**src/rtl/volume.sv**
```systemverilog
// -----------------------------------------------------------------------------
// volume -- output gain stage of the synthesis chain
//
// Scales each 24-bit signed sample by an 8-bit unsigned gain (128 = unity).
// The applied gain moves toward the requested target one LSB at a time, with
// one step every RAMP_DIV accepted samples. Stepping this way avoids zipper
// noise and clicks when the gain or mute changes. Results are saturated to
// 24 bits and registered, so each sample appears one cycle after it is
// accepted.
//
// Handshake (valid/ready):
//   A sample transfers on a rising edge where in_valid & out_ready. in_ready is
//   a combinational copy of out_ready, so nothing is ever buffered here: while
//   out_ready is low, upstream must hold its sample. out_valid is a one-cycle
//   pulse per accepted sample. Downstream must take it in that cycle, and it
//   does so because it was ready when the sample was accepted.
//
// Parameters:
//   RAMP_DIV     accepted samples per one-LSB gain step (1..65535)
//
// Ports:
//   clk          system clock, rising edge
//   reset        synchronous, active-high reset
//   in_data      signed input sample
//   in_valid     in_data valid this cycle
//   in_ready     combinational copy of out_ready
//   target_gain  unsigned gain target (128 = unity)
//   mute         forces the effective target to 0
//   out_data     signed scaled, saturated sample (0 when not valid)
//   out_valid    one-cycle pulse per accepted sample
//   out_ready    downstream can take a sample
//   gain         currently applied gain (register value)
//   clip         high with out_valid when the sample saturated
//   dbg_state    ramp FSM state (0 STEADY, 1 UP, 2 DOWN)
//   dbg_cnt      ramp step counter
// -----------------------------------------------------------------------------
module volume #(
  parameter int unsigned RAMP_DIV = 16
) (
  input  logic        clk,
  input  logic        reset,
  input  logic [23:0] in_data,
  input  logic        in_valid,
  output logic        in_ready,
  input  logic [7:0]  target_gain,
  input  logic        mute,
  output logic [23:0] out_data,
  output logic        out_valid,
  input  logic        out_ready,
  output logic [7:0]  gain,
  output logic        clip,
  output logic [1:0]  dbg_state,
  output logic [15:0] dbg_cnt
);

  typedef enum logic [1:0] {
    STEADY = 2'd0,
    UP     = 2'd1,
    DOWN   = 2'd2
  } state_e;

  localparam logic [15:0]        CNT_LAST = 16'(RAMP_DIV - 1);
  localparam logic signed [32:0] SAT_MAX  = 33'sd8388607;
  localparam logic signed [32:0] SAT_MIN  = -33'sd8388608;

  state_e      state_q, state_d;
  logic [15:0] cnt_q, cnt_d;
  logic [7:0]  gain_q, gain_d;
  logic [23:0] out_data_q, out_data_d;
  logic        out_valid_q, out_valid_d;
  logic        clip_q, clip_d;

  logic        accept;
  logic [7:0]  eff;

  // Datapath signals
  logic signed [32:0] din_ext;
  logic signed [32:0] gain_ext;
  logic signed [32:0] prod;
  logic signed [32:0] shifted;
  logic [23:0]        sat_data;
  logic               sat_hit;

  assign accept   = in_valid & out_ready;
  assign in_ready = out_ready;
  assign eff      = mute ? 8'd0 : target_gain;

  // ---------------------------------------------------------------------------
  // Scaling. The operands are widened explicitly to the product width. The
  // largest magnitude, 2^23 * 255, fits in 33 signed bits. The arithmetic
  // shift floors toward minus infinity, so -3 * 64 / 128 gives -2.
  // The multiply always uses gain_q: any gain step taken on this same accept
  // only affects later samples.
  // ---------------------------------------------------------------------------
  always_comb begin
    din_ext  = {{9{in_data[23]}}, in_data};
    gain_ext = {25'd0, gain_q};
    prod     = din_ext * gain_ext;
    shifted  = prod >>> 7;
    sat_hit  = 1'b0;
    sat_data = shifted[23:0];
    if (shifted > SAT_MAX) begin
      sat_data = 24'h7FFFFF;
      sat_hit  = 1'b1;
    end else if (shifted < SAT_MIN) begin
      sat_data = 24'h800000;
      sat_hit  = 1'b1;
    end
  end

  // Output register inputs. These are zero on any cycle without an accept.
  always_comb begin
    out_data_d  = 24'd0;
    out_valid_d = 1'b0;
    clip_d      = 1'b0;
    if (accept) begin
      out_data_d  = sat_data;
      out_valid_d = 1'b1;
      clip_d      = sat_hit;
    end
  end

  // ---------------------------------------------------------------------------
  // Ramp FSM. It only moves on accept cycles. Direction and equality checks
  // come before the step, so a target change that lands on a step boundary
  // never overshoots. Gain stays inside 0..255 for two reasons: UP only steps
  // while eff > gain (so gain < 255), and DOWN only steps while eff < gain
  // (so gain > 0).
  // ---------------------------------------------------------------------------
  always_comb begin
    state_d = state_q;
    cnt_d   = cnt_q;
    gain_d  = gain_q;
    if (accept) begin
      unique case (state_q)
        STEADY: begin
          if (eff > gain_q) begin
            state_d = UP;
            cnt_d   = 16'd0;
          end else if (eff < gain_q) begin
            state_d = DOWN;
            cnt_d   = 16'd0;
          end
        end
        UP: begin
          if (eff < gain_q) begin
            state_d = DOWN;
            cnt_d   = 16'd0;
          end else if (eff == gain_q) begin
            state_d = STEADY;
            cnt_d   = 16'd0;
          end else if (cnt_q == CNT_LAST) begin
            gain_d = gain_q + 8'd1;
            cnt_d  = 16'd0;
            if (gain_q + 8'd1 == eff) state_d = STEADY;
          end else begin
            cnt_d = cnt_q + 16'd1;
          end
        end
        DOWN: begin
          if (eff > gain_q) begin
            state_d = UP;
            cnt_d   = 16'd0;
          end else if (eff == gain_q) begin
            state_d = STEADY;
            cnt_d   = 16'd0;
          end else if (cnt_q == CNT_LAST) begin
            gain_d = gain_q - 8'd1;
            cnt_d  = 16'd0;
            if (gain_q - 8'd1 == eff) state_d = STEADY;
          end else begin
            cnt_d = cnt_q + 16'd1;
          end
        end
        default: begin
          state_d = STEADY;
          cnt_d   = 16'd0;
        end
      endcase
    end
  end

  always_ff @(posedge clk) begin
    if (reset) begin
      state_q     <= STEADY;
      cnt_q       <= 16'd0;
      gain_q      <= 8'd0;
      out_data_q  <= 24'd0;
      out_valid_q <= 1'b0;
      clip_q      <= 1'b0;
    end else begin
      state_q     <= state_d;
      cnt_q       <= cnt_d;
      gain_q      <= gain_d;
      out_data_q  <= out_data_d;
      out_valid_q <= out_valid_d;
      clip_q      <= clip_d;
    end
  end

  assign out_data  = out_data_q;
  assign out_valid = out_valid_q;
  assign clip      = clip_q;
  assign gain      = gain_q;
  assign dbg_state = state_q;
  assign dbg_cnt   = cnt_q;

endmodule

```
**config.mk**
```make
export PLATFORM = sky130hd
export DESIGN_NAME = volume
export DESIGN_NICKNAME = d
export VERILOG_FILES = /design/src/rtl/volume.sv
export SDC_FILE = /design/constraint.sdc
export NUM_CORES = 1
export LEC_CHECK = 0
export ABC_AREA = 1
export BUFFER_PORTS_ARGS = -buffer_cell sky130_fd_sc_hd__buf_2
export CAP_MARGIN = 5
export CORE_MARGIN = 4
export CORE_UTILIZATION = 55
export CTS_BUF_LIST = sky130_fd_sc_hd__clkbuf_4 sky130_fd_sc_hd__clkbuf_8 sky130_fd_sc_hd__clkbuf_16
export CTS_CLUSTER_DIAMETER = 50
export DETAILED_ROUTE_END_ITERATION = 6
export HOLD_SLACK_MARGIN = 0.05
export PLACE_DENSITY = 0.74
export SLEW_MARGIN = 15
export SYNTH_ARGS = -nofsm -noshare
export SYNTH_HDL_FRONTEND = slang
export SYNTH_SLANG_ARGS = --single-unit
```
**constraint.sdc**
```tcl
create_clock -name clk -period 6.5 [get_ports clk]
set_input_delay 0.65 -clock clk [delete_from_list [all_inputs] [get_ports clk]]
set_output_delay 0.65 -clock clk [all_outputs]
set_load 0.01 [all_outputs]
```
==> qor.yml <==
placed_design:
  detailedPlace.worstSlack_ns: 0.5769
  global_placer_s_final_weighted_congestion: 0.9587
  hpwlAfterDp_um: 21420
  dp_cells: 1797
  numPortBuffers: 89
synth:
  async_reset_ff_share_pct: 0
  synth.distinct_cells: 40
  synth_ff_type: "dfxtp_1"
  count_of_flip_flops_with_a_built_in_enable_after_synthesis: 0
  synthesis.nets: 1788
  syn_area_um2: 10480
  ys.warnings.count: 0
  syn-instance-count: 1525
  synth_sequential_area_ratio_pct: 9.938
  postSynthRegisterBits: 52
  avgSynthCellArea_um2: 6.869
cells_and_area:
  n_antenna_cell: 0
  layout_common_cells: "nand2_1 (435), inv_1 (381), fa_1 (149)"
  final_common_cell: "nand2_1"
  area_delta_synth_final_pct: 6.569
  final_cell_count_no_fill: 1805
  layout-drive-gt1-share_pct: 10.50
  design.final.nets: 1833
global_routing:
  globalRouteMet1Util_pct: 32.55
  grt_util_met3_pct: 2.647
  gr-usage-met2_pct: 43.87
  grt-busiest-layer: "met2"
  via_count_of_the_first_global_routing_pass: 9374
  grt_start_max_net_pins: 29
  overflow: 0
  antenna_found_initial: 0
  grt_first_pass_wirelength_um: 44470
  gr-usage-all-layers_pct: 24.95
pwr:
  power_frac_seq_pct: 26.0
  cell_internal_pwr_uw: 754.4
  power.share.clock_pct: 22.9
  switching_portion_of_total_power_pct: 44.35
  p_sw_uw: 601.2
  cellLeakagePower_nw: 6.841
  maximum_resistive_drop_on_vdd_uv: 134.3
  comb_power_share_pct: 51.1
  power.total_mw: 1.356
  power_density_nw_per_um2: 121.4
timing:
  finalHoldWorstSlack_ns: 0.5187
  timing.final.setup_violations: 0
  rsz0062_at_grt: "false"
  timing_hold_violations_final: 0
  maxClockFrequency_mhz: 168.6
  timing.final.max_slew_violations: 0
  fin_crit_sh_pct: 91.23
  totalNegativeSetupSlack_ns: 0
  finalWorstPathRequiredPeriod_ns: 5.930
  skew_ns: 0.003420
  timing.slew.headroom_pct: 24.08
  layout_setup_ws_ns: 0.5701
  max_slew.worst_pin.slew_ns: 1.137
floorplan:
  die_y_extent_um: 146.0
  pin_count: 90
  initial_utilization_pct: 56.00
  dieWidth_um: 146.0
  design.die.area_um2: 21320
  core_rows: 50
  core_area_um2: 18710
status:
  result_of_the_run: "complete, no violations"
clocking:
  cts.reportedPaths.clkPinSlew_ns: 0.07
  numClockSinks: 52
  ctsRootBufferMaster: "clkbuf_16"
  clk-insertion-delay-late_ns: 0.29
  max_buffers_root_to_sink: 2
  cts_tree: "yes"
  holdBufCountCts: 0
  post_cts_resize_count: 0
  ctsHtreeMaxLevel: 2
  postCtsSetupRepairBufs: 0
  tritoncts.num_buffers: 5
critical_path:
  slowest_stage: "dfxtp_1"
  crit_buf_inv: 3
  worstSetupPathDepth: 19
  worst_path_largest_cell_delay_ns: 1.08
  setup.worst_path.class: "flip-flop to flip-flop"
  critical-path-top-cell-by-count: "nand2_1"
  required_arrival_time_at_the_worst_endpoint_ns: 6.63
  worstSetupEndpointType: "flip-flop"
  worst-endpoint-arrival_ns: 6.06
  timing.critical_path.max_delay_family: "adder cells"
  crit_chain: "nand2_1 > fa_1 > inv_1 > fa_1 > fa_1 > inv_1 > fa_1 > inv_1 > ha_1 > a21oi_1 > nand2_1 > nand2_1 > nand2_1 > a21oi_1 > nand2_1 > nand2_2 > nand2_4 > o21ai_4 > a21oi_1"
  worstPathMaxFanout: 25
  rr_worst_depth: 19
  startpoint_type: "flip-flop"
routing:
  drt_first_pass_iters: 6
  drt_iter0_markers: 604
  viasPerCell: 5.093
  dr_vias: 9192
  remaining_number_of_nets_flagged_by_the_antenna_check_after_routing: 0
  drt-total-wl_um: 25730
  drc: 0
  wire_per_inst_um: 14.26
hold_path:
  min_path_type: "flip-flop to flip-flop"
  min_path_cells: 2
run:
  cap_violations: 0
[worst min-delay path, stage by stage (launching register included)]
cell     delay, ns
dfxtp_1       0.34
nand2_1       0.07
a21oi_1       0.06
[synthesized netlist by cell type, types with 2 or more instances]
cell type	number	share of area, %
a21oi_1	52	2.5
a21oi_2	21	1.8
buf_1	5	0.18
buf_2	8	0.38
buf_4	2	0.14
buf_6	4	0.43
clkbuf_1	26	0.93
clkbuf_2	16	0.76
clkinv_1	2	0.072
dfxtp_1	52	9.9
fa_1	149	28
ha_1	77	9.2
inv_1	381	14
inv_2	5	0.18
nand2_1	435	16
nand2_2	13	0.78
nand2_4	7	0.75
nand3_1	66	3.2
nand3_2	3	0.29
nand4_1	16	0.96
nor2_1	81	2.9
nor2_2	2	0.12
nor3_1	18	0.86
o21a_1	2	0.14
o21ai_0	23	1.1
o21ai_1	2	0.096
o21bai_1	10	0.72
or2_2	3	0.18
xnor2_1	11	0.92
xor2_1	23	1.9
[power by group through the flow]
stage	Sequential (mW)	Clock, mW	Combinational (mW)
2_1_floorplan	0.362	0	0.532
3_3_place_gp	0.360	0	0.681
3_5_place_dp	0.360	0	0.697
4_1_cts	0.353	0.319	0.699
5_1_grt	0.355	0.329	0.793
6_report	0.353	0.310	0.692
[flip-flops by register name (all words and copies together), names as in the netlist]
| signal | flops |
|---|---|
| dbg_cnt | 16 |
| clip | 1 |
| gain | 8 |
| out_data | 24 |
| out_valid | 1 |
| dbg_state | 2 |
[cell type report]
type / count / area (um2)
multi-input combinational: 1024 / 7681
fill: 1824 / 7542
inverter: 388 / 1456
sequential: 52 / 1041
timing repair buffer: 99 / 520.5
tap: 234 / 292.8
clock buffer: 5 / 125.1
clock inverter: 3 / 46.29
[per-layer routing]
layer  part of all wire (%)  up-vias  wire [um]
li1                       -     4560          -
met1                     43     4327      10940
met2                     49      259      12670
met3                    5.5       46       1407
met4                    2.7        0        707
met5                      0        -          0
[cell families (layout without fill, tap and decap cells)]
family          count (synthesis)  count (layout)  synth area share (%)
simple gates                  648             648                 26.02
compound gates                116             116                 6.797
xor+xnor                       34              34                 2.843
buf+inv                       449             495                 16.73
fa+ha+maj                     226             226                 37.67
flops                          52              52                 9.938
[final timing paths]
check                           slack, ns     endpoint  startpoint
worst max register to register       0.57  out_data[2]     gain[5]
worst max-delay path                 0.57  out_data[2]     gain[5]
worst min-delay path                 0.52   dbg_cnt[0]  dbg_cnt[0]
worst min register to register       0.52   dbg_cnt[0]  dbg_cnt[0]
[per-stage QoR]
step	cell area [um2]	utilization, %
floorplan	10480	-
global placement	10990	58.76
detailed placement	10990	58.76
CTS	11160	59.68
global route	11160	59.68
finish	11160	59.68
Note: power is estimated with default switching activity, not from simulation.
